`src/rtl/control_unit_pipe.sv`:
```
// control_unit_pipe: RV32I main decoder with a registered EX-stage control
// bundle, load-use hazard detection and a saturating illegal-instruction counter.
module control_unit_pipe #(
    parameter int ALUCTRL_W = 4,
    parameter int CNT_W     = 8
) (
    input  logic                 clk,
    input  logic                 rst,
    input  logic                 instr_valid_i,
    input  logic [31:0]          instr_i,
    input  logic                 stall_i,
    input  logic                 flush_i,
    output logic                 hazard_stall_o,
    output logic                 ex_valid_o,
    output logic                 ex_RegWrite,
    output logic                 ex_ALUSrc,
    output logic                 ex_MemWrite,
    output logic                 ex_MemRead,
    output logic                 ex_Branch,
    output logic                 ex_Jump,
    output logic                 ex_Jalr,
    output logic [1:0]           ex_ResultSrc,
    output logic [2:0]           ex_ImmSrc,
    output logic [ALUCTRL_W-1:0] ex_ALUControl,
    output logic [4:0]           ex_rd,
    output logic                 ex_illegal_o,
    output logic [CNT_W-1:0]     illegal_cnt_o
);

    localparam logic [6:0] OP_R      = 7'b0110011;
    localparam logic [6:0] OP_I      = 7'b0010011;
    localparam logic [6:0] OP_LOAD   = 7'b0000011;
    localparam logic [6:0] OP_STORE  = 7'b0100011;
    localparam logic [6:0] OP_BRANCH = 7'b1100011;
    localparam logic [6:0] OP_JAL    = 7'b1101111;
    localparam logic [6:0] OP_JALR   = 7'b1100111;
    localparam logic [6:0] OP_LUI    = 7'b0110111;
    localparam logic [6:0] OP_AUIPC  = 7'b0010111;

    localparam logic [3:0] ALU_ADD   = 4'd0;
    localparam logic [3:0] ALU_SUB   = 4'd1;
    localparam logic [3:0] ALU_AND   = 4'd2;
    localparam logic [3:0] ALU_OR    = 4'd3;
    localparam logic [3:0] ALU_XOR   = 4'd4;
    localparam logic [3:0] ALU_SLT   = 4'd5;
    localparam logic [3:0] ALU_SLTU  = 4'd6;
    localparam logic [3:0] ALU_SLL   = 4'd7;
    localparam logic [3:0] ALU_SRL   = 4'd8;
    localparam logic [3:0] ALU_SRA   = 4'd9;
    localparam logic [3:0] ALU_PASSB = 4'd10;

    typedef struct packed {
        logic       valid;
        logic       regwrite;
        logic       alusrc;
        logic       memwrite;
        logic       memread;
        logic       branch;
        logic       jump;
        logic       jalr;
        logic [1:0] resultsrc;
        logic [2:0] immsrc;
        logic [3:0] aluctrl;
        logic [4:0] rd;
        logic       illegal;
    } ctrl_t;

    logic [6:0]     opcode;
    logic [2:0]     funct3;
    logic [6:0]     funct7;
    logic [4:0]     rs1;
    logic [4:0]     rs2;
    logic           use_rs1;
    logic           use_rs2;
    logic           load_en;
    ctrl_t          dec;
    ctrl_t          ex;
    logic [CNT_W-1:0] illegal_cnt;

    assign opcode = instr_i[6:0];
    assign funct3 = instr_i[14:12];
    assign funct7 = instr_i[31:25];
    assign rs1    = instr_i[19:15];
    assign rs2    = instr_i[24:20];

    // Shared funct3 -> ALU op table for the R and I arithmetic forms.
    function automatic logic [3:0] arith_op(input logic [2:0] f3,
                                            input logic sub_sel,
                                            input logic sra_sel);
        logic [3:0] op;
        case (f3)
            3'b000:  op = sub_sel ? ALU_SUB : ALU_ADD;
            3'b001:  op = ALU_SLL;
            3'b010:  op = ALU_SLT;
            3'b011:  op = ALU_SLTU;
            3'b100:  op = ALU_XOR;
            3'b101:  op = sra_sel ? ALU_SRA : ALU_SRL;
            3'b110:  op = ALU_OR;
            default: op = ALU_AND;
        endcase
        return op;
    endfunction

    // Decode the instruction word into a control bundle; illegal or invalid words collapse to safe zeros.
    always_comb begin
        dec     = '0;
        use_rs1 = 1'b0;
        use_rs2 = 1'b0;
        dec.rd  = instr_i[11:7];
        case (opcode)
            OP_R: begin
                dec.regwrite = 1'b1;
                dec.aluctrl  = arith_op(funct3, funct7[5], funct7[5]);
                use_rs1      = 1'b1;
                use_rs2      = 1'b1;
                if (!((funct7 == 7'b0000000) ||
                      (funct7 == 7'b0100000 && (funct3 == 3'b000 || funct3 == 3'b101))))
                    dec.illegal = 1'b1;
            end
            OP_I: begin
                dec.regwrite = 1'b1;
                dec.alusrc   = 1'b1;
                dec.aluctrl  = arith_op(funct3, 1'b0, funct7[5]);
                use_rs1      = 1'b1;
            end
            OP_LOAD: begin
                dec.regwrite  = 1'b1;
                dec.alusrc    = 1'b1;
                dec.memread   = 1'b1;
                dec.resultsrc = 2'b01;
                use_rs1       = 1'b1;
            end
            OP_STORE: begin
                dec.alusrc   = 1'b1;
                dec.memwrite = 1'b1;
                dec.immsrc   = 3'b001;
                use_rs1      = 1'b1;
                use_rs2      = 1'b1;
            end
            OP_BRANCH: begin
                dec.branch = 1'b1;
                dec.immsrc = 3'b010;
                use_rs1    = 1'b1;
                use_rs2    = 1'b1;
                case (funct3[2:1])
                    2'b00:   dec.aluctrl = ALU_SUB;
                    2'b10:   dec.aluctrl = ALU_SLT;
                    2'b11:   dec.aluctrl = ALU_SLTU;
                    default: dec.illegal = 1'b1;
                endcase
            end
            OP_JAL: begin
                dec.regwrite  = 1'b1;
                dec.alusrc    = 1'b1;
                dec.jump      = 1'b1;
                dec.resultsrc = 2'b10;
                dec.immsrc    = 3'b011;
            end
            OP_JALR: begin
                dec.regwrite  = 1'b1;
                dec.alusrc    = 1'b1;
                dec.jalr      = 1'b1;
                dec.resultsrc = 2'b10;
                use_rs1       = 1'b1;
            end
            OP_LUI: begin
                dec.regwrite = 1'b1;
                dec.alusrc   = 1'b1;
                dec.immsrc   = 3'b100;
                dec.aluctrl  = ALU_PASSB;
            end
            OP_AUIPC: begin
                dec.regwrite = 1'b1;
                dec.alusrc   = 1'b1;
                dec.immsrc   = 3'b100;
            end
            default: dec.illegal = 1'b1;
        endcase
        if (dec.illegal) begin
            dec         = '0;
            dec.illegal = 1'b1;
        end
        dec.valid = instr_valid_i;
        if (!instr_valid_i) begin
            dec     = '0;
            use_rs1 = 1'b0;
            use_rs2 = 1'b0;
        end
    end

    // Load-use hazard: a load in EX whose destination feeds the instruction now in decode.
    always_comb begin
        hazard_stall_o = !stall_i && !flush_i && ex.valid && ex.memread &&
                         (ex.rd != 5'd0) && instr_valid_i &&
                         ((use_rs1 && rs1 == ex.rd) || (use_rs2 && rs2 == ex.rd));
    end

    assign load_en = !flush_i && !stall_i && !hazard_stall_o;

    // EX register: flush kills, stall holds, hazard inserts a bubble, otherwise load the decode.
    always_ff @(posedge clk or negedge rst) begin
        if (!rst)
            ex <= '0;
        else if (flush_i)
            ex <= '0;
        else if (stall_i)
            ex <= ex;
        else if (hazard_stall_o)
            ex <= '0;
        else
            ex <= dec;
    end

    // Count valid illegal instructions as they enter EX, sticking at the all-ones value.
    always_ff @(posedge clk or negedge rst) begin
        if (!rst)
            illegal_cnt <= '0;
        else if (load_en && dec.valid && dec.illegal && illegal_cnt != {CNT_W{1'b1}})
            illegal_cnt <= illegal_cnt + 1'b1;
    end

    assign ex_valid_o    = ex.valid;
    assign ex_RegWrite   = ex.regwrite;
    assign ex_ALUSrc     = ex.alusrc;
    assign ex_MemWrite   = ex.memwrite;
    assign ex_MemRead    = ex.memread;
    assign ex_Branch     = ex.branch;
    assign ex_Jump       = ex.jump;
    assign ex_Jalr       = ex.jalr;
    assign ex_ResultSrc  = ex.resultsrc;
    assign ex_ImmSrc     = ex.immsrc;
    assign ex_ALUControl = ALUCTRL_W'(ex.aluctrl);
    assign ex_rd         = ex.rd;
    assign ex_illegal_o  = ex.illegal;
    assign illegal_cnt_o = illegal_cnt;

endmodule

```
`config.mk`:
```
export PLATFORM = sky130hd
export DESIGN_NAME = control_unit_pipe
export DESIGN_NICKNAME = d
export VERILOG_FILES = /design/src/rtl/control_unit_pipe.sv
export SDC_FILE = /design/constraint.sdc
export NUM_CORES = 1
export LEC_CHECK = 0
export CORE_AREA = 8 8 76 78
export DETAILED_ROUTE_END_ITERATION = 16
export DIE_AREA = 0 0 84 86
export GPL_TIMING_DRIVEN = 0
export HOLD_SLACK_MARGIN = 0.15
export PLACE_DENSITY = 0.76
export SLEW_MARGIN = 10
export SYNTH_ARGS = -nofsm -noshare
export SYNTH_HDL_FRONTEND = slang
export SYNTH_SLANG_ARGS = --single-unit
```
`constraint.sdc`:
```
create_clock -name clk -period 2.05 [get_ports clk]
set_clock_uncertainty 0.05 [all_clocks]
set_input_delay 0.3075 -clock clk [delete_from_list [all_inputs] [get_ports clk]]
set_output_delay 0.3075 -clock clk [all_outputs]
set_load 0.005 [all_outputs]
```
==> metrics.md, run 1 <==
| Metric | Value |
|---|---|
| Outcome | `complete, but fails checks` |
| Failing checks | `setup timing` |
| Setup ws final | `-0.0412 ns` |
| Final setup fails | `3` |
| Average cell area after synthesis | `9.74 um^2` |
| Largest family of logic cells by synthesized area | `simple AND/OR/NAND/NOR gates` |
| Top-area cell type share of the netlist area | `43.3%` |
| Source of the worst hold timing path | `instr_i[3]` |
| Footprint of the flip-flops and latches | `779 um^2` |
| Layout net count | `314` |
| Instance count along the most critical hold path | `3` |
| Floorplan core area | `4600 um^2` |
| Number of slew-limit violations in the final report | `0` |
| Top area cells in the synthesized netlist | `sky130_fd_sc_hd__dfrtp_1, sky130_fd_sc_hd__a22o_1, sky130_fd_sc_hd__xor2_1` |
| Proportion of layout cells with a drive suffix above 1 | `25.6%` |
| Total internal power | `1270 uW` |
| Adder-Cell Fraction of Synth Area | `0.698%` |
| TritonCTS clock tree | `done` |
| Starting DRC count in detailed routing | `95` |
| Antenna diode count | `0` |
| Net Sw Power | `478 uW` |
| Switching Share | `27.3%` |
| Share of the clock period used by the worst path after layout | `102%` |
| Post-synth EDFFs | `0` |
| Final GP Congestion | `0.819` |
| Stages on the worst setup path | `6` |
| Clock root buffer | `sky130_fd_sc_hd__clkbuf_8` |
| Cell count after synthesis | `184` |
| Slew Limit Headroom | `52.9%` |
| Buffer levels on the longest clock path | `2` |
| Post-detailed-route wirelength per cell | `18.2 um` |
| Critical path buffers and inverters | `1` |
| Hold Vio Cnt, Final | `0` |
| Wire length of the first global-routing pass | `9660 um` |
| Hold-critical path endpoint | `ex_Jalr` |
| Category of cells accounting for the largest share of critical-path delay | `simple AND/OR/NAND/NOR gates` |
| Setup slack after placement | `-0.824 ns` |
| CTS Buf Count | `5` |
| FFs w/ async S/R, synth | `100%` |
| Period minus WS final | `2.09 ns` |
| Num rows | `25` |
| Highest-count cells in the layout ignoring fill and taps | `sky130_fd_sc_hd__clkdlybuf4s50_1, sky130_fd_sc_hd__dfrtp_1, sky130_fd_sc_hd__nand2_1, sky130_fd_sc_hd__buf_4` |
| Leak | `0.00130 uW` |
| Critical-path maximum fanout | `5` |
| CP max-delay cell | `sky130_fd_sc_hd__dfrtp_2` |
| Critical path launch point type | `register` |
| Count of warnings emitted by yosys | `0` |
| IR drop worst, VDD | `0.000324 V` |
| Type of element capturing the critical path | `output port` |
| I/O pin total | `69` |
| Combinational cell fraction of total power | `22.5%` |
| Detailed-route vias per instance | `5.65` |
| Die Footprint | `7220 um^2` |
| Most used flip-flop cell after synthesis | `sky130_fd_sc_hd__dfrtp_1` |
| Worst reg2reg path depth | `6` |
| Multiplexer fraction of the synthesized cell area | `1.81%` |
| Clock-pin slew on the worst setup and hold paths | `0.07 ns` |
| Beginning of the worst register-to-register path | `ex_rd[1]` |
| #FFs+latches synth | `31` |
| R2r setup slk | `-0.04 ns` |
| Number of detailed-route iterations in the first pass | `4` |
| # DRC | `0` |
| Post-DP HPWL | `4020 um` |
| Number of global-route vias before repair | `1933` |
| Simple-Gate Fraction of Synth Area | `22.0%` |
| Synthesis-to-layout area growth | `66.4%` |
| Detailed-route wire length | `6020 um` |
| Clock latency at the later pin of the worst-skew pair | `0.28 ns` |
| Die boundary width | `84 um` |
| Maximum number of pins on one net before global-route repair | `32` |
| Initial antenna violation count | `0` |
| Initial Utilization | `39.0%` |
| Actual slew at the worst max-slew pin | `0.706 ns` |
| Cell taking the most area after synthesis | `sky130_fd_sc_hd__dfrtp_1` |
| GR Util All Layers | `16.5%` |
| Worst r2r dst | `illegal_cnt_o[1]` |
| Number of distinct library cell variants in the gate-level netlist after synthesis | `40` |
| Overall power of the completed layout | `1750 uW` |
| Count of max-cap constraint violations | `0` |
| Share of the synthesized area in compound gates (AO/OA/AOI/OAI) | `20.7%` |
| Footprint of the multi-input gates | `1150 um^2` |
| Sink count of the clock tree | `31` |
| Post-Layout Inst Area | `2980 um^2` |
| WS Path Type | `reg2out` |
| Cell Area, Synth | `1790 um^2` |
| Filler cells | `386` |
| Detail Route Antenna Nets | `0` |
| Xor and xnor fraction of the mapped netlist area | `8.30%` |
| Part of the power in registers | `41.0%` |
| Sequential element share of the synthesized area | `43.3%` |
| Total cell area at the placement stage | `2510 um^2` |
| Delay of the slowest cell on the worst path | `0.44 ns` |
| Detailed-route via count | `1871` |
| Data arrival time of the worst path | `1.73 ns` |
| Height of the chip | `86 um` |
| Number of buffers added on ports | `65` |
| Fmax achieved | `478 MHz` |
| Net count after synthesis | `222` |
| Commonest non-fill, non-tap cell in the layout | `sky130_fd_sc_hd__clkdlybuf4s50_1` |
| Worst EP required | `1.69 ns` |
| Setup repair after global routing missed its margin | `true` |
| Ordered list of cells on the worst path | `xor2_1, nor4_2, and3_1, o21ai_2, nor2_1, buf_2` |
| Maximum level of the CTS H-tree | `2` |
| Overall overflow remaining after global route | `0` |
| Pwr per Cell Area | `587 nW/um^2` |
| Worst min path class | `in2reg` |
| Power share of the clock group | `36.4%` |
## power groups by stage
stage	registers, uW	clock network, uW	logic, uW
2_1_floorplan	721	0	134
3_3_place_gp	722	0	337
3_5_place_dp	725	0	344
4_1_cts	716	651	382
5_1_grt	725	677	430
6_report	718	637	394
## logic make-up (layout without fill, tap and decap cells)
family,after synthesis,after routing
buffers and inverters,13,106
AOI/OAI and AO/OA,45,45
muxes,3,3
DFF,31,31
adders and majority gates,1,1
xor gates and xnor gates,17,17
and+or+nand+nor,74,74
## worst min-delay path, stage by stage
cell and delay [ns]:
sky130_fd_sc_hd__buf_2 0.17, sky130_fd_sc_hd__inv_1 0.10, sky130_fd_sc_hd__a32o_1 0.15
## stage by stage
stage          setup TNS, ns  utilization (%)  cells  hold slack [ns]
4_1_cts               -0.412             62.7    326            0.419
2_1_floorplan         -0.624                -    184          -0.0381
6_report             -0.0977             64.9    331            0.430
5_1_grt               -0.945             64.9    331            0.438
3_3_place_gp          -19.64             54.8    303            0.428
3_5_place_dp          -20.35             54.7    303            0.345
## state kept, by name, summed over array words and instances (netlist names)
signal	cells
ex_valid_o	1
ex_Jump	1
ex_ResultSrc	2
ex_MemWrite	1
ex_rd	5
ex_Jalr	1
ex_ALUSrc	1
ex_illegal_o	1
ex_ImmSrc	3
ex_ALUControl	4
ex_MemRead	1
ex_Branch	1
illegal_cnt_o	8
ex_RegWrite	1
## synthesized netlist by cell type, types with 2 or more instances
cell type	instances
sky130_fd_sc_hd__dfrtp_1	31
sky130_fd_sc_hd__and3_1	3
sky130_fd_sc_hd__mux2_1	2
sky130_fd_sc_hd__xor2_1	12
sky130_fd_sc_hd__nand3_1	4
sky130_fd_sc_hd__buf_2	5
sky130_fd_sc_hd__o21ai_0	8
sky130_fd_sc_hd__nor2b_1	2
sky130_fd_sc_hd__nand2b_1	4
sky130_fd_sc_hd__inv_1	2
sky130_fd_sc_hd__nor4_1	5
sky130_fd_sc_hd__nor3_1	7
sky130_fd_sc_hd__and2_1	2
sky130_fd_sc_hd__nand2_1	19
sky130_fd_sc_hd__a22o_1	12
sky130_fd_sc_hd__nand4_1	2
sky130_fd_sc_hd__a32o_1	9
sky130_fd_sc_hd__or3_1	5
sky130_fd_sc_hd__a21oi_1	6
sky130_fd_sc_hd__nor3_2	2
sky130_fd_sc_hd__clkbuf_1	5
sky130_fd_sc_hd__nor2_1	13
sky130_fd_sc_hd__o31ai_1	3
sky130_fd_sc_hd__xnor2_1	5
## timing repair
| item | in CTS | in global routing |
|---|---|---|
| setup endpoints to repair | 32 | 28 |
| buffers inserted | 14 | 4 |
| hold endpoints to repair | 31 | 0 |
| gates cloned | 1 | 1 |
| resized for setup | 56 | 23 |
| hold buffers | 1 | 0 |
| pin swaps | 13 | 20 |
## worst max-delay path by stage
| stage | startpoint | slack [ns] | endpoint |
|---|---|---|---|
| 2_1_floorplan | instr_i[28] | -0.06 | ex_ALUControl[3] |
| 3_3_place_gp | instr_i[5] | -0.81 | ex_ALUControl[2] |
| 3_5_place_dp | instr_i[5] | -0.82 | ex_ALUControl[3] |
| 4_1_cts | ex_rd[1] | -0.10 | illegal_cnt_o[1] |
| 5_1_grt | ex_rd[4] | -0.12 | hazard_stall_o |
| 6_report | ex_rd[4] | -0.04 | hazard_stall_o |
## area by class of cell
type	instances	share of cell area, %
sequential	31	26.1
buffer	10	2.43
clock inverter	2	1.17
tap	54	2.27
clock buffer	6	2.77
inverter	2	0.252
timing repair buffer	86	26.6
multi-input combinational	140	38.4
## metal layers
layer / track usage, % / wire length [um] / vias up
met5: 0 / 0 / -
met4: 5.65 / 83 / 0
met3: 5.21 / 364 / 6
met2: 27.9 / 2990 / 82
met1: 19.3 / 2580 / 919
li1: - / - / 864
Note: power is estimated with default switching activity, not from simulation.
==> run 2, diff against run 1 <==
--- a/config.mk
+++ b/config.mk
@@ -11,7 +11,6 @@
 export GPL_TIMING_DRIVEN = 0
 export HOLD_SLACK_MARGIN = 0.15
 export PLACE_DENSITY = 0.76
-export SLEW_MARGIN = 10
 export SYNTH_ARGS = -nofsm -noshare
 export SYNTH_HDL_FRONTEND = slang
 export SYNTH_SLANG_ARGS = --single-unit
==> metrics.md, run 2 (synthesis results as in run 1) <==
| Metric | Value |
|---|---|
| Outcome | `complete, but fails checks` |
| Failing checks | `setup timing` |
| Starting DRC count in detailed routing | `108 (+14%)` |
| GR Util All Layers | `16.4% (-0.096 points)` |
| Synthesis-to-layout area growth | `65.6%` |
| Number of detailed-route iterations in the first pass | `4 (unchanged)` |
| IR drop worst, VDD | `0.000327 V (+0.91%)` |
| Stages on the worst setup path | `6 (unchanged)` |
| Leak | `0.00130 uW (-0.55%)` |
| Clock root buffer | `sky130_fd_sc_hd__clkbuf_8` |
| Maximum number of pins on one net before global-route repair | `20 (-38%)` |
| Critical path buffers and inverters | `1 (unchanged)` |
| Height of the chip | `86 um (unchanged)` |
| Initial Utilization | `39.0% (unchanged)` |
| Critical-path maximum fanout | `5 (unchanged)` |
| Largest register FFs | `8 (unchanged)` |
| Wire length of the first global-routing pass | `9570 um (-0.93%)` |
| Detail Route Antenna Nets | `0 (unchanged)` |
| Post-detailed-route wirelength per cell | `18.2 um (about the same)` |
| Buffer levels on the longest clock path | `2 (unchanged)` |
| Sink count of the clock tree | `31 (unchanged)` |
| WS Path Type | `reg2out` |
| Setup repair after global routing missed its margin | `true` |
| Floorplan core area | `4600 um^2 (unchanged)` |
| Detailed-route vias per instance | `5.61 (-0.68%)` |
| Critical path launch point type | `register` |
| Number of global-route vias before repair | `1900 (-1.7%)` |
| Detailed-route wire length | `5980 um (-0.70%)` |
| Overall overflow remaining after global route | `0 (unchanged)` |
| Type of element capturing the critical path | `output port` |
| Filler cells | `383 (-0.78%)` |
| Pwr per Cell Area | `591 nW/um^2 (+0.70%)` |
| Worst reg2reg path depth | `6 (unchanged)` |
| Post-Layout Inst Area | `2970 um^2 (-0.46%)` |
| Initial antenna violation count | `0 (unchanged)` |
| Setup ws final | `-0.0965 ns (-0.0553 ns)` |
| Post-DP HPWL | `4070 um (+1.2%)` |
| Actual slew at the worst max-slew pin | `0.702 ns (-0.00376 ns)` |
| Antenna diode count | `0 (unchanged)` |
| Category of cells accounting for the largest share of critical-path delay | `simple AND/OR/NAND/NOR gates` |
| Highest-count cells in the layout ignoring fill and taps | `sky130_fd_sc_hd__clkdlybuf4s50_1, sky130_fd_sc_hd__dfrtp_1, sky130_fd_sc_hd__nand2_1, sky130_fd_sc_hd__buf_4` |
| Die boundary width | `84 um (unchanged)` |
| Final setup fails | `3 (unchanged)` |
| Hold buffer count at cts | `0 (-1)` |
| Layout net count | `312 (-0.64%)` |
| Final core occ | `64.6% (-0.30 points)` |
| Number of slew-limit violations in the final report | `0 (unchanged)` |
| Num rows | `25 (unchanged)` |
| CTS Buf Count | `5 (unchanged)` |
| Worst min path class | `in2async` |
| Hold Vio Cnt, Final | `0 (unchanged)` |
| Number of buffers added on ports | `65 (unchanged)` |
| Maximum level of the CTS H-tree | `2 (unchanged)` |
| Delay of the slowest cell on the worst path | `0.46 ns (+0.02 ns)` |
| TritonCTS clock tree | `done` |
| Count of max-cap constraint violations | `0 (unchanged)` |
| I/O pin total | `69 (unchanged)` |
| Detailed-route via count | `1847 (-1.3%)` |
| CP max-delay cell | `sky130_fd_sc_hd__dfrtp_2` |
| Clock-pin slew on the worst setup and hold paths | `0.07 ns (about the same)` |
| Total cell area at the placement stage | `2530 um^2 (+0.80%)` |
| Final GP Congestion | `0.819 (unchanged)` |
| Data arrival time of the worst path | `1.79 ns (+0.06 ns)` |
| Die Footprint | `7220 um^2 (unchanged)` |
| Slew Limit Headroom | `53.1% (+0.15 points)` |
| Commonest non-fill, non-tap cell in the layout | `sky130_fd_sc_hd__clkdlybuf4s50_1` |
| Period minus WS final | `2.15 ns (+0.0553 ns)` |
| Worst EP required | `1.69 ns (about the same)` |
| # DRC | `0 (unchanged)` |
| Ordered list of cells on the worst path | `xor2_2, nor4_2, and3_1, o21ai_2, nor2_1, buf_2` |
| Proportion of layout cells with a drive suffix above 1 | `25.1% (-0.54 points)` |
| Clock latency at the later pin of the worst-skew pair | `0.29 ns (about the same)` |
| Share of the clock period used by the worst path after layout | `105% (+2.7 points)` |
| Fmax achieved | `466 MHz (-2.6%)` |
-- run 2: cell types whose count changed in the layout (fill, tap and decap cells not counted), moves of 2 or more --
cell,delta
sky130_fd_sc_hd__dlygate4sd2_1,-3
sky130_fd_sc_hd__nor3_4,-3
sky130_fd_sc_hd__nor3_2,+4
sky130_fd_sc_hd__clkbuf_2,-3
sky130_fd_sc_hd__buf_6,-2
sky130_fd_sc_hd__clkdlybuf4s50_1,+3
-- run 2: per-layer routing --
layer | up-vias | global-route usage (%) | wire length (um)
met5 | - | 0 | 0
met1 | 894 | 19.6 | 2520
met4 | 0 | 5.97 | 89
met2 | 87 | 26.9 | 2950
li1 | 857 | - | -
met3 | 9 | 5.31 | 417
-- run 2: final timing paths --
check	from	end	slack [ns]
min reg2reg	ex_Jalr	ex_Jalr	0.44
max in group asynchronous	rst	ex_rd[1]	1.02
min in group clk	instr_i[3]	ex_Jump	0.41
min	rst	illegal_cnt_o[4]	0.34
max reg2reg	ex_rd[0]	illegal_cnt_o[1]	-0.05
max	ex_rd[4]	hazard_stall_o	-0.1
-- run 2: report_power, final --
group	switching (uW)	internal (uW)	total [uW]	leakage [uW]
Sequential	57.3	657	715	0.000419
Clock	249	393	642	0.0000612
Combinational	171	226	397	0.000816
Total	477	1280	1750	0.00130
-- run 2: worst reg2reg max path, stage by stage (launching register included) --
cell,delay [ns]
sky130_fd_sc_hd__dfrtp_2,0.43
sky130_fd_sc_hd__or3_1,0.38
sky130_fd_sc_hd__o311a_1,0.34
sky130_fd_sc_hd__o21a_1,0.14
sky130_fd_sc_hd__buf_6,0.14
sky130_fd_sc_hd__nor4_4,0.18
sky130_fd_sc_hd__mux2_4,0.33
-- run 2: cell type report --
type | instances | area (um^2) | area share [%]
tap | 54 | 67.6 | 2.28
clock inverter | 2 | 35.0 | 1.18
timing repair buffer | 84 | 793 | 26.7
multi-input combinational | 140 | 1130 | 38.0
inverter | 2 | 7.51 | 0.253
clock buffer | 6 | 82.6 | 2.78
sequential | 31 | 779 | 26.3
buffer | 10 | 75.1 | 2.53
-- run 2: timing repair --
item                                    4_1_cts  5_1_grt
cloned                                        1        1
pin swaps                                    12       16
setup buffers                                10        6
endpoints found under the setup margin       32       32
resized for setup                            44       32
-- run 2: metrics by stage --
step / std cells / hold WS [ns] / power, uW / TNS, ns / worst slack (ns)
finish: 329 / 0.341 / 1750 / -0.169 / -0.0965
CTS: 322 / 0.357 / 1740 / -0.237 / -0.0692
global route: 329 / 0.397 / 1840 / -1.24 / -0.168
global placement: 303 / 0.428 / 1060 / -19.64 / -0.811
floorplan: 184 / -0.0381 / 855 / -0.624 / -0.0604
detailed placement: 304 / 0.434 / 1070 / -20.06 / -0.803
